File: src/rtl/seq_pkg.sv
// Shared types and constants for the multicycle sequencer: phase encoding,
// control-word bit positions and the opcode -> control word decode table.
package seq_pkg;

    localparam int unsigned SEQ_OPC_W   = 4;
    localparam int unsigned SEQ_CW_W    = 8;
    localparam int unsigned CW_HALT_BIT = 7;
    localparam int unsigned CW_WE_BIT   = 6;
    localparam int unsigned CW_MEM_BIT  = 4;

    typedef enum logic [2:0] {
        S_IDLE   = 3'd0,
        S_FETCH  = 3'd1,
        S_DECODE = 3'd2,
        S_EXEC   = 3'd3,
        S_MEM    = 3'd4,
        S_WB     = 3'd5,
        S_HALT   = 3'd6
    } state_e;

    localparam logic [SEQ_CW_W-1:0] CW_NOP  = 8'h40;
    localparam logic [SEQ_CW_W-1:0] CW_OP1  = 8'h61;
    localparam logic [SEQ_CW_W-1:0] CW_LDST = 8'h50;
    localparam logic [SEQ_CW_W-1:0] CW_OP3  = 8'h63;
    localparam logic [SEQ_CW_W-1:0] CW_OP5  = 8'h65;
    localparam logic [SEQ_CW_W-1:0] CW_OP7  = 8'h67;
    localparam logic [SEQ_CW_W-1:0] CW_OP9  = 8'h69;
    localparam logic [SEQ_CW_W-1:0] CW_OP11 = 8'h6B;
    localparam logic [SEQ_CW_W-1:0] CW_OP12 = 8'h6D;
    localparam logic [SEQ_CW_W-1:0] CW_HALT = 8'hC0;

    // Unlisted opcodes decode to a no-op that still writes back.
    function automatic logic [SEQ_CW_W-1:0] cw_lookup(input logic [SEQ_OPC_W-1:0] opc);
        logic [SEQ_CW_W-1:0] cw;
        case (opc)
            4'd1:    cw = CW_OP1;
            4'd2:    cw = CW_LDST;
            4'd3:    cw = CW_OP3;
            4'd5:    cw = CW_OP5;
            4'd7:    cw = CW_OP7;
            4'd9:    cw = CW_OP9;
            4'd11:   cw = CW_OP11;
            4'd12:   cw = CW_OP12;
            4'd15:   cw = CW_HALT;
            default: cw = CW_NOP;
        endcase
        return cw;
    endfunction

endpackage

File: src/rtl/multicycle_sequencer_if.sv
// Memory-port handshake and datapath control bundle between the sequencer
// (master) and the datapath/memory side (slave).
interface multicycle_sequencer_if
    import seq_pkg::*;
#(
    parameter int unsigned OPC_W = SEQ_OPC_W,
    parameter int unsigned CW_W  = SEQ_CW_W
) ();

    logic             mem_req;
    logic             mem_ready;
    logic [OPC_W-1:0] opcode;
    logic             ir_load;
    logic             pc_inc;
    logic [CW_W-1:0]  cw;
    logic             cw_valid;
    logic             reg_we;

    modport master (
        output mem_req, ir_load, pc_inc, cw, cw_valid, reg_we,
        input  mem_ready, opcode
    );

    modport slave (
        input  mem_req, ir_load, pc_inc, cw, cw_valid, reg_we,
        output mem_ready, opcode
    );

endinterface

File: src/rtl/seq_wait_timer.sv
// Counts consecutive cycles a memory request goes unanswered and flags the
// cycle in which the MEM_TIMEOUT-th unanswered cycle occurs.
module seq_wait_timer #(
    parameter int unsigned MEM_TIMEOUT = 16
) (
    input  logic clk,
    input  logic rst,
    input  logic clear,
    input  logic enable,
    output logic expired_c
);

    localparam int unsigned CNT_W = $clog2(MEM_TIMEOUT + 1);

    logic [CNT_W-1:0] cnt;

    always_ff @(posedge clk) begin
        if (rst || clear) begin
            cnt <= '0;
        end else if (enable && !expired_c) begin
            cnt <= cnt + CNT_W'(1);
        end
    end

    assign expired_c = enable && (cnt == CNT_W'(MEM_TIMEOUT - 1));

endmodule

File: src/rtl/multicycle_sequencer.sv
// Multi-cycle fetch/decode/exec/mem/writeback sequencer with memory timeout.
// Define SEQ_PERF_CNT_EN to add the retired/stall_cycles performance counters.
module multicycle_sequencer
    import seq_pkg::*;
#(
    parameter int unsigned OPC_W       = SEQ_OPC_W,
    parameter int unsigned CW_W        = SEQ_CW_W,
    parameter int unsigned MEM_TIMEOUT = 16
) (
    input  logic                   clk,
    input  logic                   rst,
    input  logic                   start,
    multicycle_sequencer_if.master bus,
    output logic                   halted,
    output logic                   fault
`ifdef SEQ_PERF_CNT_EN
    ,
    output logic [15:0]            retired,
    output logic [15:0]            stall_cycles
`endif
);

    state_e           state;
    state_e           state_next;
    logic             waiting;
    logic             expired_c;
    logic [OPC_W-1:0] opc;

    assign opc     = bus.opcode;
    assign waiting = (state == S_FETCH) || (state == S_MEM);

    seq_wait_timer #(
        .MEM_TIMEOUT(MEM_TIMEOUT)
    ) u_timer (
        .clk      (clk),
        .rst      (rst),
        .clear    (!waiting || bus.mem_ready),
        .enable   (waiting && !bus.mem_ready),
        .expired_c(expired_c)
    );

    always_ff @(posedge clk) begin
        if (rst) begin
            state <= S_IDLE;
        end else begin
            state <= state_next;
        end
    end

    // Phase strobes are suppressed for the whole reset cycle so an aborted
    // fetch or writeback never leaks a pulse into the datapath.
    always_comb begin
        state_next   = state;
        bus.mem_req  = 1'b0;
        bus.ir_load  = 1'b0;
        bus.pc_inc   = 1'b0;
        bus.cw_valid = 1'b0;
        bus.reg_we   = 1'b0;
        halted       = 1'b0;
        if (!rst) begin
            case (state)
                S_IDLE: begin
                    if (start) state_next = S_FETCH;
                end
                S_FETCH: begin
                    bus.mem_req = 1'b1;
                    if (bus.mem_ready) begin
                        bus.ir_load = 1'b1;
                        bus.pc_inc  = 1'b1;
                        state_next  = S_DECODE;
                    end else if (expired_c) begin
                        state_next = S_HALT;
                    end
                end
                S_DECODE: begin
                    state_next = S_EXEC;
                end
                S_EXEC: begin
                    bus.cw_valid = 1'b1;
                    if (bus.cw[CW_HALT_BIT])     state_next = S_HALT;
                    else if (bus.cw[CW_MEM_BIT]) state_next = S_MEM;
                    else                         state_next = S_WB;
                end
                S_MEM: begin
                    bus.cw_valid = 1'b1;
                    bus.mem_req  = 1'b1;
                    if (bus.mem_ready)  state_next = S_WB;
                    else if (expired_c) state_next = S_HALT;
                end
                S_WB: begin
                    bus.cw_valid = 1'b1;
                    bus.reg_we   = bus.cw[CW_WE_BIT];
                    state_next   = S_FETCH;
                end
                S_HALT: begin
                    halted = 1'b1;
                end
                default: begin
                    state_next = S_IDLE;
                end
            endcase
        end
    end

    // Control word only changes on the DECODE edge and holds until the next one.
    always_ff @(posedge clk) begin
        if (rst) begin
            bus.cw <= '0;
        end else if (state == S_DECODE) begin
            bus.cw <= CW_W'(cw_lookup(SEQ_OPC_W'(opc)));
        end
    end

    always_ff @(posedge clk) begin
        if (rst) begin
            fault <= 1'b0;
        end else if (expired_c) begin
            fault <= 1'b1;
        end
    end

`ifdef SEQ_PERF_CNT_EN
    // Saturating counters: instructions leaving WB, and unanswered request cycles.
    always_ff @(posedge clk) begin
        if (rst) begin
            retired      <= 16'd0;
            stall_cycles <= 16'd0;
        end else begin
            if ((state == S_WB) && (retired != 16'hFFFF)) begin
                retired <= retired + 16'd1;
            end
            if (waiting && !bus.mem_ready && (stall_cycles != 16'hFFFF)) begin
                stall_cycles <= stall_cycles + 16'd1;
            end
        end
    end
`endif

endmodule
File: src/flat_wrapper.sv
// flat-port wrapper written by rule: the top's interface ports become plain ports
module multicycle_sequencer_flat import seq_pkg::*;
#(
    parameter int unsigned OPC_W       = SEQ_OPC_W,
    parameter int unsigned CW_W        = SEQ_CW_W,
    parameter int unsigned MEM_TIMEOUT = 16
)
  (clk, rst, start, halted, fault, bus_mem_req, bus_ir_load, bus_pc_inc, bus_cw, bus_cw_valid, bus_reg_we, bus_mem_ready, bus_opcode);
  multicycle_sequencer_if #(.OPC_W(OPC_W), .CW_W(CW_W)) bus_i ();
  input  logic clk;
  input  logic rst;
  input  logic start;
  output logic halted;
  output logic fault;
  output wire logic [$bits(bus_i.mem_req)-1:0] bus_mem_req;
  output wire logic [$bits(bus_i.ir_load)-1:0] bus_ir_load;
  output wire logic [$bits(bus_i.pc_inc)-1:0] bus_pc_inc;
  output wire logic [$bits(bus_i.cw)-1:0] bus_cw;
  output wire logic [$bits(bus_i.cw_valid)-1:0] bus_cw_valid;
  output wire logic [$bits(bus_i.reg_we)-1:0] bus_reg_we;
  input wire logic [$bits(bus_i.mem_ready)-1:0] bus_mem_ready;
  input wire logic [$bits(bus_i.opcode)-1:0] bus_opcode;
  assign bus_mem_req = bus_i.mem_req;
  assign bus_ir_load = bus_i.ir_load;
  assign bus_pc_inc = bus_i.pc_inc;
  assign bus_cw = bus_i.cw;
  assign bus_cw_valid = bus_i.cw_valid;
  assign bus_reg_we = bus_i.reg_we;
  assign bus_i.mem_ready = bus_mem_ready;
  assign bus_i.opcode = bus_opcode;
  multicycle_sequencer #(.OPC_W(OPC_W), .CW_W(CW_W), .MEM_TIMEOUT(MEM_TIMEOUT)) u_core (.clk(clk), .rst(rst), .start(start), .bus(bus_i), .halted(halted), .fault(fault));
endmodule
File: config.mk
export PLATFORM = sky130hd
export DESIGN_NAME = multicycle_sequencer_flat
export DESIGN_NICKNAME = d
export VERILOG_FILES = /design/src/rtl/seq_pkg.sv /design/src/rtl/multicycle_sequencer_if.sv /design/src/rtl/seq_wait_timer.sv /design/src/rtl/multicycle_sequencer.sv /design/src/flat_wrapper.sv
export SDC_FILE = /design/constraint.sdc
export NUM_CORES = 1
export LEC_CHECK = 0
export ABC_AREA = 1
export BUFFER_PORTS_ARGS = -buffer_cell sky130_fd_sc_hd__clkbuf_2
export CAP_MARGIN = 20
export CORE_ASPECT_RATIO = 1.4
export CORE_MARGIN = 4
export CORE_UTILIZATION = 46
export DETAILED_ROUTE_END_ITERATION = 7
export PLACE_DENSITY = 0.72
export SETUP_SLACK_MARGIN = 0.15
export SLEW_MARGIN = 5
export SYNTH_ARGS = -nofsm -noshare
export SYNTH_HDL_FRONTEND = slang
export SYNTH_HIERARCHICAL = 1
export SYNTH_SLANG_ARGS = --single-unit
File: constraint.sdc
create_clock -name clk -period 1.4 [get_ports clk]
set_input_delay 0.14 -clock clk [delete_from_list [all_inputs] [get_ports clk]]
set_output_delay 0.14 -clock clk [all_outputs]
set_load 0.005 [all_outputs]
==> results.sh <==
export IMPL_cp_start_kind="flip-flop"
export IMPL_min_to="u_core/bus.cw[0]"
export IMPL_hold_path_depth=2
export IMPL_rsz0062_at_grt="yes"
export IMPL_synthTopCellsByArea="dfxtp_1 34%, nand2_1 16%, nor2_1 8.7%"
export IMPL_drive_above_1_share=0.414
export IMPL_syn2layout_area_growth_pct=40.3
export IMPL_drtIter0Drc=30
export IMPL_tightest_slew_ps=323
export IMPL_io_pins=23
export IMPL_fin_ws_ps=-73.8
export IMPL_dr_total_vias=1082
export IMPL_grt_ovfl_total=0
export IMPL_total_power_mw=1.09
export IMPL_syn_instance_count=150
export IMPL_layoutNonFillerInstCount=212
export IMPL_viasPerCell=5.10
export IMPL_cp_max_fo=4
export IMPL_chipWidth_um=46.5
export IMPL_postRouteAntennaNets=0
export IMPL_grt_usage=0.200
export IMPL_yosys_cell_types_count=23
export IMPL_cts_root_buf="clkbuf_4"
export IMPL_path_buf_inv=2
export IMPL_synth_top_area_share=0.336
export IMPL_syn_nets=160
export IMPL_min_period_ps=1470
export IMPL_p_per_area_nw_per_um2=813
export IMPL_first_pass_iters=4
export IMPL_nets=202
export IMPL_dpl_hpwl_um=1820
export IMPL_r2r_start="u_core/state[1]"
export IMPL_synthesis_area_um2=952
export IMPL_worstSetupPathType="flip-flop to flip-flop"
export IMPL_grt_pass1_vias=1007
export IMPL_place_inst=193
export IMPL_p_leak_nw=0.671
export IMPL_htreeDepth=1
export IMPL_path_clk_slew_ps=100
export IMPL_cp_slowest_cell="dfxtp_4"
export IMPL_endpoint_kind="flip-flop"
export IMPL_syn_area_per_cell_um2=6.35
export IMPL_cts_made_buffers=3
export IMPL_hold_path_class="input port to flip-flop"
export IMPL_setup_violations=8
export IMPL_ys_warn_count=13
export IMPL_wl_um=2670
export IMPL_tritoncts="built"
export IMPL_ys_seq_area_frac=0.336
export IMPL_clkLatencyLatePin_ps=290
export IMPL_fillerInstances=192
export IMPL_n_antenna_cell=0
export IMPL_ir_worst_vdd_mv=0.647
export IMPL_cts_sinks=16
export IMPL_gp_congestion=0.886
export IMPL_hold_viol_final=0
export IMPL_rr_endpoint="u_core/state[1]"
export IMPL_worst_ep_arrival_time_ps=1710
export IMPL_pre_cts_slack_ps=-83.0
export IMPL_grt_max_degree=10
export IMPL_violations="negative setup slack"
export IMPL_reg2reg_slack_ps=-70
export IMPL_hp_start="rst"
export IMPL_die_h_um=61.8
export IMPL_antenna_found_initial=0
export IMPL_start_util=0.483
export IMPL_ctsLongestPathBuffers=2
export IMPL_crit_family="simple AND/OR/NAND/NOR gates"
export IMPL_holdWs_ps=148
export IMPL_max_stage_delay_ps=380
export IMPL_finalClockSkew_ps=6.77
export IMPL_path_cells="inv_4, nand2_4, nor2_4, nor2_4, nor2_4, nand2_2, inv_2, nor2_2, nor2_1, nand2_1, nand3_1, nand2_1, nand2_1"
export IMPL_maxSlewViolCount=0
export IMPL_num_rows=19
export IMPL_post_route_period_util=1.05
export IMPL_netlist_top_cell_by_area="dfxtp_1"
export IMPL_fin_setup_tns_ps=-234
export IMPL_max_freq_mhz=679
export IMPL_portBuffers=22
export IMPL_crit_required_ps=1640
export IMPL_wl_per_cell_um=12.6
export IMPL_max_cap_violations=0
export IMPL_drc=0
export IMPL_r2r_cells=13
export IMPL_ys_ff_latch=16
export IMPL_core_area_um2=1970
export IMPL_status="finished with violations"
export IMPL_dieArea_um2=2870
export IMPL_slew_headroom=0.783
export IMPL_grt_pass1_wl_um=4130
## what timing repair did
action | CTS | global route
pin swaps | 12 | 7
setup buffers | 11 | 4
endpoints found under the setup margin | 15 | 19
resized for setup | 14 | 4
cloned | 0 | 0
hold buffers | 0 | 0
hold endpoints to repair | 0 | 0
## stage by stage
| stage | util | cell area (um2) |
|---|---|---|
| 3_3_place_gp | 0.577 | 1140 |
| 4_1_cts | 0.658 | 1300 |
| 5_1_grt | 0.677 | 1340 |
| 2_1_floorplan | - | 1000 |
| 3_5_place_dp | 0.577 | 1140 |
| 6_report | 0.677 | 1340 |
## report_power, final
part           leakage (nW)  internal (mW)  switching (mW)
logic                 0.524          0.132           0.186
clock network        0.0150          0.111           0.152
registers             0.133          0.478          0.0277
## how the worst max path moves through the flow
stage                                startpoint               to  slack, ps  depth (start not counted)
after floorplan           u_core/u_timer/cnt[1]  u_core/state[1]         60                         12
after global placement          u_core/state[0]  u_core/state[1]        -20                         13
after detailed placement  u_core/u_timer/cnt[0]  u_core/state[1]        -80                         12
after CTS                 u_core/u_timer/cnt[0]  u_core/state[1]         -2                         12
after global routing            u_core/state[1]  u_core/state[1]       -170                         13
final                           u_core/state[1]  u_core/state[1]        -70                         13
## cell usage in the layout, fill, tap and decap left out, drive strengths merged
cell and n:
nand2 41, nor2 28, inv 26, clkbuf 25, buf 19, dfxtp 16, nand3 11, a21oi 9
o21ai 9, nor3 2, ha 2, nor4 1, or2 1, o21bai 1
## area by class of cell
type                    instances  area (um2)  share of cell area
well taps                      21        26.3              0.0197
multi-input cells             105         594               0.445
inverters                      26         103              0.0768
repair buffers                 40         253               0.189
clock buffers                   4        26.3              0.0197
flip-flops and latches         16         334               0.250
## worst reg2reg max path: stages (launching register included)
cell and delay [ps]:
dfxtp_4 380, inv_4 100, nand2_4 70, nor2_4 140, nor2_4 60, nor2_4 150
nand2_2 60, inv_2 70, nor2_2 40, nor2_1 100, nand2_1 70, nand3_1 70
nand2_1 60, nand2_1 50
## logic make-up (layout without fill, tap and decap cells)
| group | count (synthesis) | count (layout) | share of synthesized area |
|---|---|---|---|
| buf+inv | 29 | 70 | 0.126 |
| flops | 16 | 16 | 0.336 |
| compound gates | 19 | 19 | 0.106 |
| fa+ha+maj | 2 | 2 | 0.0263 |
| simple gates | 84 | 84 | 0.405 |
## layer usage
| layer | share of wire | wire, um | vias to the layer above | track usage |
|---|---|---|---|---|
| met5 | 0 | 0 | - | 0 |
| li1 | - | - | 545 | - |
| met2 | 0.55 | 1470 | 27 | 0.366 |
| met1 | 0.38 | 1020 | 502 | 0.204 |
| met3 | 0.044 | 117 | 8 | 0.0259 |
| met4 | 0.024 | 65 | 0 | 0.134 |
## sequential cells by signal (all words and copies together) (netlist names)
name,cells
u_core/bus.cw,7
u_core/u_timer/cnt,5
u_core/state,3
u_core/fault,1
## Yosys cell counts
library cell / instances
nand3_4: 1
a21oi_1: 8
nor4_1: 1
nor2_2: 4
a21oi_2: 1
o21ai_0: 2
ha_1: 2
inv_2: 4
o21bai_1: 1
o21ai_1: 7
nand2_2: 1
nand3_1: 10
inv_4: 1
nor2_1: 22
buf_4: 2
dfxtp_1: 16
or2_1: 1
nor2_8: 1
nand2_1: 40
nor3_1: 2
inv_1: 21
buf_2: 1
nor2_4: 1
(Power assumes the default switching activity.)
